==> config.mk <==
export PLATFORM = sky130hd
export DESIGN_NAME = burst_ctrl
export DESIGN_NICKNAME = d
export VERILOG_FILES = /design/src/rtl/burst_ctrl.sv
export SDC_FILE = /design/constraint.sdc
export NUM_CORES = 1
export LEC_CHECK = 0
export CORE_MARGIN = 1.5
export CORE_UTILIZATION = 61
export CTS_CLUSTER_SIZE = 28
export DETAILED_ROUTE_END_ITERATION = 12
export PLACE_DENSITY = 0.86
export REMOVE_ABC_BUFFERS = 1
export SYNTH_ARGS = -nofsm -noshare
export SYNTH_HDL_FRONTEND = slang
export SYNTH_SLANG_ARGS = --single-unit
==> constraint.sdc <==
create_clock -name clk -period 3.2 [get_ports clk]
set_clock_uncertainty 0.05 [all_clocks]
set_input_delay 0.64 -clock clk [delete_from_list [all_inputs] [get_ports clk]]
set_output_delay 0.64 -clock clk [all_outputs]
set_load 0.02 [all_outputs]
==> src/rtl/burst_ctrl.sv <==
// burst_ctrl -- interrupter/burst sequencer for the DRSSTC drive path.
//
// Converts an interrupter request into bounded bridge-enable bursts. Each
// burst starts and stops on a generator falling edge, or after a short
// alignment timeout if gen is absent. On-time is capped and a minimum
// off-time follows each burst. Overcurrent forces the bridge off at once.
// Downstream, the drive output is the gen/fb selector output ANDed with en.
//
// Ports:
//   clk    in   system clock
//   rst    in   synchronous, active-high reset
//   trig   in   interrupter request (pre-synced); a rising edge starts a
//               burst and the high level sustains it
//   gen    in   generator square wave (pre-synced)
//   ocd    in   overcurrent comparator (pre-synced), active-high
//   en     out  bridge enable (registered)
//   busy   out  high in START/BURST/STOP/HOLDOFF (registered)
//   fault  out  high in FAULT (registered)
//
// Build option:
//   OCD_LATCH_EN  when defined, FAULT is left only through rst. When it is
//                 not defined, FAULT self-clears after COOLDOWN_US of
//                 continuous ocd=0.
module burst_ctrl #(
  parameter int unsigned CLK_MHZ          = 100,
  parameter int unsigned ON_MAX_US        = 200,
  parameter int unsigned OFF_MIN_US       = 2000,
  parameter int unsigned ALIGN_TIMEOUT_US = 4,
  parameter int unsigned COOLDOWN_US      = 10000
) (
  input  logic clk,
  input  logic rst,
  input  logic trig,
  input  logic gen,
  input  logic ocd,
  output logic en,
  output logic busy,
  output logic fault
);

  localparam int unsigned ON_MAX_CYC   = CLK_MHZ * ON_MAX_US;
  localparam int unsigned OFF_MIN_CYC  = CLK_MHZ * OFF_MIN_US;
  localparam int unsigned ALIGN_CYC    = CLK_MHZ * ALIGN_TIMEOUT_US;

  localparam int unsigned ON_W  = $clog2(ON_MAX_CYC + 1);
  localparam int unsigned OFF_W = $clog2(OFF_MIN_CYC + 1);
  localparam int unsigned AL_W  = $clog2(ALIGN_CYC + 1);

  localparam logic [ON_W-1:0]  ON_LAST  = ON_W'(ON_MAX_CYC - 1);
  localparam logic [OFF_W-1:0] OFF_LOAD = OFF_W'(OFF_MIN_CYC - 1);
  localparam logic [AL_W-1:0]  AL_LOAD  = AL_W'(ALIGN_CYC - 1);

`ifndef OCD_LATCH_EN
  localparam int unsigned COOLDOWN_CYC = CLK_MHZ * COOLDOWN_US;
  localparam int unsigned CL_W         = $clog2(COOLDOWN_CYC + 1);
  localparam logic [CL_W-1:0] CL_LOAD  = CL_W'(COOLDOWN_CYC - 1);
`endif

  typedef enum logic [2:0] {
    S_IDLE, S_START, S_BURST, S_STOP, S_HOLDOFF, S_FAULT
  } state_t;

  state_t           state_q, state_d;
  logic [ON_W-1:0]  on_cnt_q, on_cnt_d;
  logic [OFF_W-1:0] off_cnt_q, off_cnt_d;
  logic [AL_W-1:0]  align_cnt_q, align_cnt_d;
`ifndef OCD_LATCH_EN
  logic [CL_W-1:0]  cool_cnt_q, cool_cnt_d;
`endif
  logic             en_q, en_d, busy_q, busy_d, fault_q, fault_d;

  // One-cycle-delayed copies for edge detection. trig_prev resets to 1 so
  // that a trig already high at reset release does not count as an edge.
  logic trig_prev_q, gen_prev_q;
  logic trig_re, gen_fe;

  assign trig_re = trig & ~trig_prev_q;
  assign gen_fe  = gen_prev_q & ~gen;

  // State and counter registers
  always_ff @(posedge clk) begin
    if (rst) begin
      state_q     <= S_IDLE;
      on_cnt_q    <= '0;
      off_cnt_q   <= '0;
      align_cnt_q <= '0;
`ifndef OCD_LATCH_EN
      cool_cnt_q  <= '0;
`endif
      trig_prev_q <= 1'b1;
      gen_prev_q  <= 1'b0;
      en_q        <= 1'b0;
      busy_q      <= 1'b0;
      fault_q     <= 1'b0;
    end else begin
      state_q     <= state_d;
      on_cnt_q    <= on_cnt_d;
      off_cnt_q   <= off_cnt_d;
      align_cnt_q <= align_cnt_d;
`ifndef OCD_LATCH_EN
      cool_cnt_q  <= cool_cnt_d;
`endif
      trig_prev_q <= trig;
      gen_prev_q  <= gen;
      en_q        <= en_d;
      busy_q      <= busy_d;
      fault_q     <= fault_d;
    end
  end

  // Next-state and counter logic. Down-counters saturate at zero.
  always_comb begin
    state_d     = state_q;
    on_cnt_d    = on_cnt_q;
    off_cnt_d   = off_cnt_q;
    align_cnt_d = align_cnt_q;
`ifndef OCD_LATCH_EN
    cool_cnt_d  = cool_cnt_q;
`endif
    if (ocd && state_q != S_FAULT) begin
      // Overcurrent cuts the bridge immediately, with no gen alignment
      state_d = S_FAULT;
`ifndef OCD_LATCH_EN
      cool_cnt_d = CL_LOAD;
`endif
    end else begin
      unique case (state_q)
        S_IDLE: if (trig_re) begin
          state_d     = S_START;
          align_cnt_d = AL_LOAD;
        end
        S_START: begin
          align_cnt_d = (align_cnt_q != '0) ? align_cnt_q - 1'b1 : '0;
          if (gen_fe || align_cnt_q == '0) begin
            state_d  = S_BURST;
            on_cnt_d = '0;
          end
        end
        S_BURST: begin
          on_cnt_d = on_cnt_q + 1'b1;
          if (!trig || on_cnt_q == ON_LAST) begin
            state_d     = S_STOP;
            align_cnt_d = AL_LOAD;
          end
        end
        S_STOP: begin
          align_cnt_d = (align_cnt_q != '0) ? align_cnt_q - 1'b1 : '0;
          if (gen_fe || align_cnt_q == '0) begin
            state_d   = S_HOLDOFF;
            off_cnt_d = OFF_LOAD;
          end
        end
        S_HOLDOFF: begin
          off_cnt_d = (off_cnt_q != '0) ? off_cnt_q - 1'b1 : '0;
          if (off_cnt_q == '0) state_d = S_IDLE;
        end
        S_FAULT: begin
`ifndef OCD_LATCH_EN
          // Cooldown restarts on every cycle that ocd is still asserted
          if (ocd)                    cool_cnt_d = CL_LOAD;
          else if (cool_cnt_q == '0)  state_d    = S_IDLE;
          else                        cool_cnt_d = cool_cnt_q - 1'b1;
`endif
        end
        default: state_d = S_IDLE;
      endcase
    end
  end

  // Outputs decode the next state so they switch on the same edge as state
  always_comb begin
    en_d    = (state_d == S_BURST) || (state_d == S_STOP);
    busy_d  = (state_d == S_START) || (state_d == S_BURST) ||
              (state_d == S_STOP)  || (state_d == S_HOLDOFF);
    fault_d = (state_d == S_FAULT);
  end

  assign en    = en_q;
  assign busy  = busy_q;
  assign fault = fault_q;

endmodule

==> results.sh <==
export IMPL_status="finished, final reports clean"
export IMPL_vias_per_cell=6.45
export IMPL_pre_cts_ws_ps=408
export IMPL_wl_met1_um=3890
export IMPL_area_growth_pct=8.86
export IMPL_clockBufferDepth=2
export IMPL_drv_slew=0
export IMPL_crit_slowest_cell="o21ai_0"
export IMPL_yosysWarnings=0
export IMPL_die_h_um=81.6
export IMPL_yosys_most_used_dff="dfxtp_1"
export IMPL_dr_pass1_iters=5
export IMPL_r2r_slack_ps=650
export IMPL_highest_layer="met4"
export IMPL_worstMarginPinSlew_ps=1250
export IMPL_crit_chain="nor2b_1 -> nand2_1 -> o21ai_0 -> o21ai_0 -> a21oi_1"
export IMPL_synth_edf_count=0
export IMPL_clk_pin_slew_ps=70
export IMPL_synthCells=462
export IMPL_hold_viol_final=0
export IMPL_synth_top_area_cell="dfxtp_1"
export IMPL_end_kind="flop"
export IMPL_cp_top_family="compound AO/OA/AOI/OAI gates"
export IMPL_min_to="off_cnt_q[13]$_SDFFE_PP0P_"
export IMPL_synth_ff_latch_count=70
export IMPL_avgSynthCellArea_um2=8.16
export IMPL_finalCritPeriodShare_pct=79.8
export IMPL_synth_cell_type_count=65
export IMPL_cts_root_buffer="clkbuf_8"
export IMPL_irDropWorstVdd_mv=0.283
export IMPL_p_per_area_nw_per_um2=553
export IMPL_reg2reg_from="state_q[1]$_SDFF_PP0_"
export IMPL_yosys_area_top_type_share_pct=37.2
export IMPL_grt_overflow_total=0
export IMPL_yosys_area_share_simple_pct=30.7
export IMPL_port_buffer_count=7
export IMPL_place_area_um2=3900
export IMPL_cts_tree="built"
export IMPL_synth_area_top_cells="dfxtp_1, a21oi_1, nor2_1"
export IMPL_regToRegEndpoint="align_cnt_q[5]$_SDFFE_PP0P_"
export IMPL_start_util_pct=63.3
export IMPL_cp_arrival_ps=2780
export IMPL_clockPowerShare_pct=32.4
export IMPL_insertion_delay_ps=350
export IMPL_cts_setup_buffers=0
export IMPL_hold_class="reg2reg"
export IMPL_drc=0
export IMPL_synth_fa_ha_area_share_pct=1.66
export IMPL_seq_area_frac_synth_pct=37.2
export IMPL_rsz0062_at_grt="no"
export IMPL_layout_commonest_cell="dfxtp_1"
export IMPL_finalSetupViolCount=0
export IMPL_dieWidth_um=81.6
export IMPL_totalWireLength_um=8550
export IMPL_grt_max_degree=44
export IMPL_hold_buffers=0
export IMPL_synth_area_um2=3770
export IMPL_power_frac_comb_pct=23.6
export IMPL_grt_pass1_vias=3267
export IMPL_dieArea_um2=6660
export IMPL_ant_nets=0
export IMPL_critPathBufInv=0
export IMPL_clock_sinks=70
export IMPL_cp_start_kind="flop"
export IMPL_reg2regPathDepth=5
export IMPL_num_rows=28
export IMPL_place_hpwl_um=5900
export IMPL_crit_path_frequent_cell="o21ai_0"
export IMPL_cts_buffers=9
export IMPL_internal_power_mw=1.53
export IMPL_cts_repair_resized=0
export IMPL_dr_wl_met2_um=4040
export IMPL_switching_power_uw=743
export IMPL_synth_top_family_by_area="simple AND/OR/NAND/NOR gates"
export IMPL_grt_usage_pct=28.2
export IMPL_insertedDiodeCount=0
export IMPL_drive_above_1_share_pct=8.26
export IMPL_coreArea_um2=5960
export IMPL_most_common_layout_cells="dfxtp_1, nor2_1, a21oi_1"
export IMPL_fmax_ghz=0.391
export IMPL_synth_mux_area_share_pct=0.265
export IMPL_grt_pass1_wl_um=14700
export IMPL_async_flop_share_pct=0
export IMPL_seqPwrFrac_pct=44.0
export IMPL_synth_compound_area_share_pct=22.9
export IMPL_synth_xor_area_share_pct=3.95
export IMPL_fin_nets=477
export IMPL_crit_type="reg2reg"
export IMPL_critPathMaxStageDelay_ps=970
export IMPL_slew_headroom_pct=15.8
export IMPL_htree_levels=3
export IMPL_leakage_nw=1.47
export IMPL_cp_max_fo=15
export IMPL_drt_iter0_drc=301
export IMPL_wl_met3_um=477
export IMPL_gp_congestion=0.880
export IMPL_vias=3528
export IMPL_period_needed_ps=2550
export IMPL_antenna_found_initial=0
export IMPL_postLayoutCellArea_um2=4110
export IMPL_wl_per_cell_um=15.6
export IMPL_setup_ws_ps=646
export IMPL_switching_share_pct=32.7
export IMPL_setup_tns_ps=0
export IMPL_maxCapViolCount=0
export IMPL_pin_count=8
export IMPL_fillerInstances=481
export IMPL_holdPathStages=2
export IMPL_required_ps=3430
export IMPL_hp_start="off_cnt_q[13]$_SDFFE_PP0P_"
## registers in the layout, summed over array words and instances (netlist names)
register and cells:
en 1, align_cnt_q 9, busy 1, on_cnt_q 15
fault 1, cool_cnt_q 20, state_q 3, gen_prev_q 1
trig_prev_q 1, off_cnt_q 18
## cell usage after synthesis, drive strengths merged, types with 7 or more instances
master and number:
a211oi 10, a21oi 42, a31oi 14, clkbuf 14, dfxtp 70, inv 13
nand2 38, nand3 12, nor2 50, nor2b 7, nor3 21, nor4 14
o21ai 26, or3 14, or4 7, xnor2 16
## logic make-up after synthesis
family,after synthesis
adders and majority gates,5
and+or+nand+nor,204
muxes,1
xor gates and xnor gates,17
AOI/OAI and AO/OA,133
DFF,70
buffers and inverters,32
## per-layer routing
metal / up-vias / track usage, %
met5: - / 0
met4: 0 / 12.4
met3: 16 / 4.00
met2: 121 / 46.6
met1: 1646 / 36.6
li1: 1745 / -
## how the worst max path moves through the flow
stage / start / slack, ps / end / depth (start not counted)
final: state_q[1]$_SDFF_PP0_ / 650 / align_cnt_q[5]$_SDFFE_PP0P_ / 5
after global routing: state_q[1]$_SDFF_PP0_ / 380 / align_cnt_q[3]$_SDFFE_PP0P_ / 5
after CTS: state_q[1]$_SDFF_PP0_ / 650 / align_cnt_q[3]$_SDFFE_PP0P_ / 5
after detailed placement: trig / 410 / align_cnt_q[3]$_SDFFE_PP0P_ / 5
after global placement: trig / 510 / align_cnt_q[5]$_SDFFE_PP0P_ / 5
after floorplan: state_q[0]$_SDFF_PP0_ / 890 / on_cnt_q[11]$_SDFFE_PP0P_ / 5
## area by class of cell
cell class | count | area (µm²) | share of cell area, %
multi-input combinational | 360 | 2240 | 54.7
sequential | 70 | 1400 | 34.1
clock buffer | 13 | 159 | 3.87
timing repair buffer | 13 | 115 | 2.80
tap | 75 | 93.8 | 2.29
inverter | 13 | 48.8 | 1.19
clock inverter | 3 | 42.5 | 1.04
## worst reg2reg max path: stages (launching register included)
cell and delay [ps]:
dfxtp_1 600, nor2b_1 330, nand2_1 100, o21ai_0 970, o21ai_0 240, a21oi_1 190
## power by group through the flow
stage | Clock, mW | Sequential (mW) | Combinational [mW]
final | 0.735 | 0.999 | 0.535
after global routing | 0.783 | 1.01 | 0.600
after CTS | 0.738 | 0.997 | 0.527
after detailed placement | 0 | 1.02 | 0.524
after global placement | 0 | 1.01 | 0.509
after floorplan | 0 | 1.00 | 0.390
## stage by stage
stage               util, %  instances  power (mW)  hold WS [ps]
global placement       65.5        531        1.52           415
global route           68.9        547        2.39           455
CTS                    68.9        547        2.26           432
finish                 68.9        547        2.27           432
floorplan                 -        443        1.39           393
detailed placement     65.5        531        1.54           422
Note: power is estimated with default switching activity, not from simulation.
